==> config.mk <==
export PLATFORM = sky130hd
export DESIGN_NAME = mul_t_c3x3_sched
export DESIGN_NICKNAME = d
export VERILOG_FILES = /design/src/rtl/mul_t_c3x3_sched.sv
export SDC_FILE = /design/constraint.sdc
export NUM_CORES = 1
export LEC_CHECK = 0
export ABC_CLOCK_PERIOD_IN_PS = 4600
export CAP_MARGIN = 20
export CORE_AREA = 2 2 427 429
export DETAILED_ROUTE_END_ITERATION = 10
export DIE_AREA = 0 0 429 431
export GPL_ROUTABILITY_DRIVEN = 0
export PLACE_DENSITY = 0.44
export SYNTH_ARGS = -nofsm -noshare
export SYNTH_HDL_FRONTEND = slang
export SYNTH_SLANG_ARGS = --single-unit
export TNS_END_PERCENT = 20
==> constraint.sdc <==
create_clock -name clk -period 4.6 [get_ports clk]
set_input_delay 0.46 -clock clk [delete_from_list [all_inputs] [get_ports clk]]
set_output_delay 0.46 -clock clk [all_outputs]
set_load 0.005 [all_outputs]
==> src/rtl/mul_t_c3x3_sched.sv <==
// Round-robin scheduler sharing one 27x27 / sum-of-9x9 / sum-of-4x4 multiplier among NREQ requesters.
// Optional perf counters: define MLB_MUL_SCHED_PERF_EN.
module mul_t_c3x3_sched #(
  parameter int NREQ      = 4,
  parameter int MUL_LAT   = 2,
  parameter int RES_DEPTH = 4,
  parameter int ID_W      = $clog2(NREQ)
) (
  input  logic                 clk,
  input  logic                 reset,
  input  logic [NREQ-1:0]      req_valid,
  output logic [NREQ-1:0]      req_ready,
  input  logic [2*NREQ-1:0]    req_mode,
  input  logic [NREQ-1:0]      req_a_sign,
  input  logic [NREQ-1:0]      req_b_sign,
  input  logic [81*NREQ-1:0]   req_a,
  input  logic [81*NREQ-1:0]   req_b,
  output logic [80:0]          mul_a,
  output logic [80:0]          mul_b,
  output logic                 mul_a_sign,
  output logic                 mul_b_sign,
  output logic [1:0]           mul_mode,
  input  logic [53:0]          mul_result_0,
  input  logic [53:0]          mul_result_1,
  input  logic [11:0]          mul_carry,
  output logic                 rsp_valid,
  input  logic                 rsp_ready,
  output logic [ID_W-1:0]      rsp_id,
  output logic [1:0]           rsp_mode,
  output logic [53:0]          rsp_result_0,
  output logic [53:0]          rsp_result_1,
  output logic [11:0]          rsp_carry,
  output logic                 err_mode
`ifdef MLB_MUL_SCHED_PERF_EN
  ,
  output logic [31:0]          perf_issued,
  output logic [31:0]          perf_drain
`endif
);

  localparam int CNT_W = $clog2(RES_DEPTH + MUL_LAT + 1);
  localparam int PTR_W = (RES_DEPTH > 1) ? $clog2(RES_DEPTH) : 1;

  typedef enum logic [1:0] {RUN, DRAIN, SWITCH} state_t;

  typedef struct packed {
    logic [ID_W-1:0] id;
    logic [1:0]      mode;
    logic [53:0]     r0;
    logic [53:0]     r1;
    logic [11:0]     carry;
  } rsp_t;

  state_t            state_reg;
  logic [ID_W-1:0]   rr_ptr_reg;
  logic              tag_valid_reg [MUL_LAT];
  logic [ID_W-1:0]   tag_id_reg    [MUL_LAT];
  logic [1:0]        tag_mode_reg  [MUL_LAT];
  rsp_t              fifo_mem      [RES_DEPTH];
  logic [PTR_W-1:0]  wr_ptr_reg, rd_ptr_reg;
  logic [CNT_W-1:0]  fifo_count_reg;

  logic [80:0]       a_arr [NREQ];
  logic [80:0]       b_arr [NREQ];
  logic [1:0]        eff_mode [NREQ];
  logic [NREQ-1:0]   key_match;
  logic [NREQ-1:0]   is_illegal;
  logic [NREQ-1:0]   cand;

  logic [ID_W-1:0]   grant_idx, win_idx;
  logic              grant_any, win_any;
  logic [CNT_W-1:0]  inflight;
  logic              credit_ok;
  logic              push, pop;
  rsp_t              head, push_entry;

  // Illegal mode 11 is treated as sum-of-9x9 for both matching and issue.
  genvar gi;
  generate
    for (gi = 0; gi < NREQ; gi++) begin : g_req
      assign a_arr[gi]      = req_a[81*gi +: 81];
      assign b_arr[gi]      = req_b[81*gi +: 81];
      assign is_illegal[gi] = &req_mode[2*gi +: 2];
      assign eff_mode[gi]   = is_illegal[gi] ? 2'b01 : req_mode[2*gi +: 2];
      assign key_match[gi]  = req_valid[gi] && (eff_mode[gi] == mul_mode) &&
                              (req_a_sign[gi] == mul_a_sign) && (req_b_sign[gi] == mul_b_sign);
    end
  endgenerate

  always_comb begin
    inflight = '0;
    for (int i = 0; i < MUL_LAT; i++)
      inflight = inflight + CNT_W'(tag_valid_reg[i]);
  end

  assign credit_ok = (fifo_count_reg + inflight) < CNT_W'(RES_DEPTH);
  assign cand      = (state_reg == RUN && credit_ok && !reset) ? key_match : '0;

  // Two round-robin searches from the same pointer: matching grants, and the
  // next-key winner over all valid requesters used when leaving DRAIN.
  always_comb begin
    int idx;
    idx       = 0;
    grant_any = 1'b0;
    grant_idx = '0;
    win_any   = 1'b0;
    win_idx   = '0;
    for (int off = 0; off < NREQ; off++) begin
      idx = int'(rr_ptr_reg) + off;
      if (idx >= NREQ)
        idx = idx - NREQ;
      if (!grant_any && cand[idx]) begin
        grant_any = 1'b1;
        grant_idx = ID_W'(idx);
      end
      if (!win_any && req_valid[idx]) begin
        win_any = 1'b1;
        win_idx = ID_W'(idx);
      end
    end
  end

  always_comb begin
    req_ready = '0;
    if (grant_any)
      req_ready[grant_idx] = 1'b1;
  end

  assign push       = tag_valid_reg[MUL_LAT-1];
  assign pop        = rsp_valid && rsp_ready;
  assign push_entry = '{id: tag_id_reg[MUL_LAT-1], mode: tag_mode_reg[MUL_LAT-1],
                        r0: mul_result_0, r1: mul_result_1, carry: mul_carry};

  always_ff @(posedge clk) begin
    if (push)
      fifo_mem[wr_ptr_reg] <= push_entry;
  end

  assign head         = fifo_mem[rd_ptr_reg];
  assign rsp_valid    = (fifo_count_reg != '0);
  assign rsp_id       = rsp_valid ? head.id    : '0;
  assign rsp_mode     = rsp_valid ? head.mode  : '0;
  assign rsp_result_0 = rsp_valid ? head.r0    : '0;
  assign rsp_result_1 = rsp_valid ? head.r1    : '0;
  assign rsp_carry    = rsp_valid ? head.carry : '0;

  always_ff @(posedge clk) begin
    if (reset) begin
      state_reg      <= RUN;
      rr_ptr_reg     <= '0;
      mul_a          <= '0;
      mul_b          <= '0;
      mul_a_sign     <= 1'b0;
      mul_b_sign     <= 1'b0;
      mul_mode       <= 2'b00;
      err_mode       <= 1'b0;
      wr_ptr_reg     <= '0;
      rd_ptr_reg     <= '0;
      fifo_count_reg <= '0;
      for (int i = 0; i < MUL_LAT; i++) begin
        tag_valid_reg[i] <= 1'b0;
        tag_id_reg[i]    <= '0;
        tag_mode_reg[i]  <= '0;
      end
`ifdef MLB_MUL_SCHED_PERF_EN
      perf_issued    <= '0;
      perf_drain     <= '0;
`endif
    end else begin
      case (state_reg)
        RUN: begin
          if (|req_valid && !(|key_match))
            state_reg <= DRAIN;
        end
        DRAIN: begin
          // The key only moves once every op of the old epoch has been captured.
          if (inflight == '0) begin
            if (win_any) begin
              mul_mode   <= eff_mode[win_idx];
              mul_a_sign <= req_a_sign[win_idx];
              mul_b_sign <= req_b_sign[win_idx];
              state_reg  <= SWITCH;
            end else begin
              state_reg  <= RUN;
            end
          end
        end
        default: state_reg <= RUN;
      endcase

      if (grant_any) begin
        mul_a      <= a_arr[grant_idx];
        mul_b      <= b_arr[grant_idx];
        rr_ptr_reg <= (grant_idx == ID_W'(NREQ-1)) ? '0 : grant_idx + 1'b1;
        if (is_illegal[grant_idx])
          err_mode <= 1'b1;
      end

      tag_valid_reg[0] <= grant_any;
      tag_id_reg[0]    <= grant_idx;
      tag_mode_reg[0]  <= mul_mode;
      for (int i = 1; i < MUL_LAT; i++) begin
        tag_valid_reg[i] <= tag_valid_reg[i-1];
        tag_id_reg[i]    <= tag_id_reg[i-1];
        tag_mode_reg[i]  <= tag_mode_reg[i-1];
      end

      if (push)
        wr_ptr_reg <= (wr_ptr_reg == PTR_W'(RES_DEPTH-1)) ? '0 : wr_ptr_reg + 1'b1;
      if (pop)
        rd_ptr_reg <= (rd_ptr_reg == PTR_W'(RES_DEPTH-1)) ? '0 : rd_ptr_reg + 1'b1;
      if (push && !pop)
        fifo_count_reg <= fifo_count_reg + 1'b1;
      else if (!push && pop)
        fifo_count_reg <= fifo_count_reg - 1'b1;

`ifdef MLB_MUL_SCHED_PERF_EN
      if (grant_any && perf_issued != 32'hFFFFFFFF)
        perf_issued <= perf_issued + 32'd1;
      if ((state_reg == DRAIN || state_reg == SWITCH) && perf_drain != 32'hFFFFFFFF)
        perf_drain <= perf_drain + 32'd1;
`endif
    end
  end

endmodule

=== Yosys cells after proc, flatten, opt, wreduce, memory -nomap -nowiden ===
Memory sizes are Yosys's and may differ from the RTL's. A register that Yosys moved wholly into a read port is not among the register bits.
Index checks and enable logic that the tools add are counted.

* Bits in registers: 178
* RAM bits: 506
* Input port bits: 791
* Memories: 4

* Add/subtract/negate cells: 14
* $lt $le $gt $ge: 14
* Eq/ne operators: 18
* Mux-type cells: 94
* Bitwise gates (word level): 8
* Reductions and logical operators: 48

{| class="wikitable"
|+ Memory list
! name !! words !! width !! read ports !! clocked after memory_dff !! write ports !! RTL line !! RTL
|-
| fifo_mem || 4 || 124 || 1 || 1 || 1 || 59 || <nowiki>rsp_t fifo_mem [RES_DEPTH];</nowiki>
|-
| tag_id_reg || 2 || 2 || 2 || 0 || 2 || 57 || <nowiki>logic [ID_W-1:0] tag_id_reg [MUL_LAT];</nowiki>
|-
| tag_mode_reg || 2 || 2 || 2 || 0 || 2 || 58 || <nowiki>logic [1:0] tag_mode_reg [MUL_LAT];</nowiki>
|-
| tag_valid_reg || 2 || 1 || 2 || 0 || 2 || 56 || <nowiki>logic tag_valid_reg [MUL_LAT];</nowiki>
|}

{| class="wikitable"
|+ Operator list
! cell !! count
|-
| $bmux 81 s2 || 2
|-
| $mux 81 || 4
|-
| $lt 32x4->1 const B || 4
|-
| $mux 32 || 4
|-
| $mux 54 || 2
|-
| $mux 2 || 28
|-
| $mux 1 || 35
|-
| $logic_and 1x1->1 || 25
|-
| $bmux 1 s2 || 11
|-
| $ge 3x3->1 const B || 5
|-
| $mux 12 || 1
|-
| $reduce_and 2->1 || 6
|-
| $sub 3x3->4 const B || 3
|-
| $logic_not 1->1 || 10
|-
| $eq 1x1->1 || 8
|-
| $eq 2x2->1 || 4
|-
| $mux 4 || 2
|-
| $reduce_or 4->1 || 2
|-
| $add 2x1->2 const B || 3
|-
| $add 2x2->3 const B || 2
|-
| $eq 2x2->1 const B || 3
|-
| $lt 2x3->1 const B || 2
|-
| $mux 3 || 2
|-
| $not 2->3 || 2
|-
| other kinds (21) || 26
|}

=== Longest topological paths before layout ===
* Word-level depth: 25
* Depth in mapped cells: 13

=== Worst setup path after synthesis ===
OpenSTA, ideal clock, no wires.

* Path type: register to register
* Start point: register wr_ptr_reg[0]
* End point: memory fifo_mem[3][0] in the netlist's numbering (enable)
* Setup time: 497 ps
* Arrival: 3393 ps
* Required time: 4103 ps
* Setup slack: 710 ps
* Cell stages (with the launch flop): 3
* Path buffers: 0
* Clock period less this slack: 3890 ps
* Path through: dfxtp_1 -> ha_1 -> and2_1

{| class="wikitable"
|+ RTL lines
! what !! RTL line !! RTL
|-
| from (decl) || 60 || <nowiki>logic [PTR_W-1:0] wr_ptr_reg, rd_ptr_reg;</nowiki>
|-
| from (signal assigned) || 209 || <nowiki>wr_ptr_reg <= (wr_ptr_reg == PTR_W'(RES_DEPTH-1)) ? '0 : wr_ptr_reg + 1'b1;</nowiki>
|-
| to (decl) || 59 ||
|}

No word-level cell before the write port.

=== Worst setup path in the final report ===
* Start point: register mul_mode[1]
* End point: output port req_ready[0]

* Cells in the longest elaborated chain, start to end: 23
* Elaborated cells between the ends (all ways): 49

{| class="wikitable"
|+ Ends and longest elaborated chain
! what !! RTL line !! RTL
|-
| from (decl) || 22 || <nowiki>output logic [1:0] mul_mode,</nowiki>
|-
| from (signal assigned) || 179 || <nowiki>mul_mode <= eff_mode[win_idx];</nowiki>
|-
| $eq 2x2->1 || 85 || <nowiki>assign key_match[gi] = req_valid[gi] && (eff_mode[gi] == mul_mode) &&</nowiki>
|-
| $logic_and 1x1->1 (2 in series) || 85 ||
|-
| $logic_and 1x1->1 || 86 || <nowiki>(req_a_sign[gi] == mul_a_sign) && (req_b_sign[gi] == mul_b_sign);</nowiki>
|-
| $mux 4 (*) || 97 || <nowiki>assign cand = (state_reg == RUN && credit_ok && !reset) ? key_match : '0;</nowiki>
|-
| $bmux 1 s2 || 112 || <nowiki>if (!grant_any && cand[idx]) begin</nowiki>
|-
| $mux 1 (not written as such) (2 in series) || 112 ||
|-
| $mux 1 || 112 ||
|-
| $logic_not 1->1 || 112 ||
|-
| [6 not listed] || -- ||
|-
| $logic_and 1x1->1 || 112 ||
|-
| $mux 2 (*) || 112 ||
|-
| net grant_idx[0] || 70 || <nowiki>logic [ID_W-1:0] grant_idx, win_idx;</nowiki>
|-
| $lt 2x3->1 (not written as such) or $ge 2x1->1 (tied branches) || 126 || <nowiki>req_ready[grant_idx] = 1'b1;</nowiki>
|-
| $logic_and 1x1->1 (not written as such) || 126 ||
|-
| $mux 1 (not written as such) || 126 ||
|-
| $demux 1 s2 (*) || 126 ||
|-
| $mux 4 (*) || 125 || <nowiki>if (grant_any)</nowiki>
|-
| to (decl) || 12 || <nowiki>output logic [NREQ-1:0] req_ready,</nowiki>
|}

The timed path passes the listed nets; every way through them passes the cells marked *. The select of a mux whose other input is x is not followed.

==> impl_metrics.ini <==
[clock_tree]
clk_latency_ps = 700
ctsResizeCount = 0
ctsLongestPathBuffers = 3
cts_buffers = 86
cts_tree = built
htreeDepth = 3
cts_root_buf = clkbuf_16
clock-sinks = 686
cts_hold_buf = 0
clk_pin_slew_ps = 50
postCtsSetupRepairBufs = 0

[synthesis]
yosys_warnings = 0
synthTopCellsByArea = edfxtp_1 50%, dfxtp_1 13%, mux2i_1 12%
ys.flop_type = edfxtp_1
syn_nets = 2695
async_flop_share_pct = 0
ys_types = 59
ys_seq_area_share_pct = 63.4
yosysMostFrequentCell = edfxtp_1
synth_seq_cells = 686
synth_area_leader_cell = edfxtp_1
synth_top_area_share_pct = 50.5
synth_top_cells_by_count = 496 x edfxtp_1, 339 x mux2i_1, 190 x dfxtp_1
synth_edf_count = 496
syn-mean-instance-area_um2 = 15.6
synth_area_mm2 = 0.0295
synthCells = 1890

[timing]
finalWorstSetupSlack_ps = 232
hold_violations = 0
setup_viol = 0
fin_crit_sh_pct = 95.0
clock.fmax_mhz = 229
drv_slew = 0
worstMarginPinSlew_ps = 1030
finalClockSkew_ps = 34.2
fin_tns_setup_ps = 0
finalCriticalPeriod_ps = 4370
rsz0062_at_grt = no
max_slew_margin_pct = 31.3

[final_layout]
syn2layout_area_growth_pct = 56.4
reg_top3 = fifo_mem: 496 flops, mul_a: 81 flops, mul_b: 81 flops
regMostFlops = fifo_mem
drive_gt1_share_pct = 10.6
largest_reg_flops = 496
finalNetCount = 3781

[worst_setup_path]
required_ps = 4140
end_kind = output port
start_kind = flop
path_class = reg -> out
cp_max_fo = 24
arrival_ps = 3910

[run]
drv_cap = 0

[hold_path]
min-delay-path-class = in -> reg

[routing]
vias_per_cell = 3.93
ant_nets = 0
num_vias = 21400
dr.pass1.iters = 4
drtIter0Drc = 1104
drc_errors = 0
wirelength_mm = 135
wl_per_cell_um = 24.7

[global_route]
grt_usage_pct = 14.0
grt_pass1_wl_mm = 182
antenna_found_initial = 63
grt_pass1_vias = 22600
grt_max_degree = 125
grt_overflow = 0

[power_and_ir_drop]
ir_drop_mv = 0.223
powerDensity_mw_per_mm2 = 402
p_leak_uw = 0.0171

[die]
row_count = 156
ios = 1087
die_area_mm2 = 0.185
die_h_um = 431
initial_utilization_pct = 16.4
die_x_um = 429
core_region_area_mm2 = 0.180

[placed_design]
pre_cts_slack_ps = 658
port_buffers = 1086
dp_hpwl_mm = 103

[run_status]
status = finished, final reports clean
-- kinds of logic after synthesis --
kind of cell / Yosys count / share of synthesized area (%)
xor gates and xnor gates: 11 / 0.327
AOI/OAI and AO/OA: 195 / 5.78
buffers and inverters: 150 / 2.61
and+or+nand+nor: 370 / 6.27
muxes: 464 / 21.0
DFF: 686 / 63.4
adders and majority gates: 14 / 0.619
-- area by class of cell --
cell class,instances,area (um2)
multi-input combinational,1054,10100
clock buffer,110,2320
tap,2370,2970
sequential,686,18700
inverter,11,48.8
clock inverter,48,449
fill,18800,134000
antenna,26,65.1
timing repair buffer,1137,11500
-- placed cells by master (no fill, tap or decap), types with 2 or more instances in the layout --
master / Yosys / routed
bufinv_16: 0 / 6
diode_2: 0 / 26
nor4_1: 5 / 5
mux2i_1: 339 / 339
nand2_1: 173 / 173
clkdlybuf4s50_1: 0 / 1086
nor2b_1: 13 / 13
and2_1: 132 / 128
mux4_2: 124 / 124
buf_4: 6 / 30
xnor2_1: 7 / 7
clkbuf_16: 0 / 88
edfxtp_1: 496 / 496
or2_2: 2 / 2
clkinv_2: 0 / 17
ha_1: 13 / 13
o221ai_1: 163 / 163
inv_6: 0 / 4
nor3_1: 5 / 5
buf_12: 1 / 21
clkinv_1: 0 / 14
xor2_1: 4 / 4
inv_1: 10 / 10
o31a_1: 2 / 2
dfxtp_1: 190 / 188
clkinvlp_4: 0 / 4
clkbuf_1: 71 / 18
dfxtp_4: 0 / 2
a21oi_1: 11 / 11
or3_1: 3 / 2
clkbuf_8: 2 / 4
nand2b_1: 5 / 5
nor2_1: 19 / 18
and2_4: 0 / 4
nand3_1: 3 / 3
a31oi_1: 3 / 3
-- critical path: stages, from the launching register on --
cell and delay (ps):
dfxtp_1 620, nor2b_1 180, a221oi_2 460, nor2_1 140
o31ai_1 440, nor2_2 190, inv_8 250, ha_1 200
and2_1 200, clkdlybuf4s50_1 530
-- where the power goes --
group | internal, uW | leakage, uW | switching (uW) | total, uW
Clock | 3920 | 0.00135 | 2810 | 6730
Combinational | 2740 | 0.00976 | 1900 | 4640
Sequential | 6890 | 0.00601 | 275 | 7170
Total | 13600 | 0.0171 | 4990 | 18500
-- through the flow --
stage          util, %  power [uW]  cells  hold slack, ps  area, um2
2_1_floorplan        -        9140   1890             414      29500
3_3_place_gp      24.0       12100   5258             439      43300
3_5_place_dp      24.0       12100   5258             445      43300
4_1_cts           25.6       19000   5416             306      46100
5_1_grt           25.6       19400   5441             356      46100
6_report          25.6       18500   5442             401      46100
-- path summary, 6_finish.rpt --
check                endpoint  cells past startpoint  slack, ps        startpoint
max reg2reg         mul_b[52]                      9       1000       mul_mode[1]
max              req_ready[0]                      9        230       mul_mode[1]
min reg2reg  tag_id_reg[0][2]                      1        450  tag_id_reg[0][0]
min               mul_mode[1]                      2        400             reset
-- metal layers --
metal	vias to the layer above	GRT usage (%)	wire, um
li1	9650	-	-
met1	10700	15.5	50900
met2	832	24.2	69000
met3	212	4.24	9080
met4	18	7.36	5540
met5	-	0	100
No activity file was read; power rests on OpenSTA's default activity.
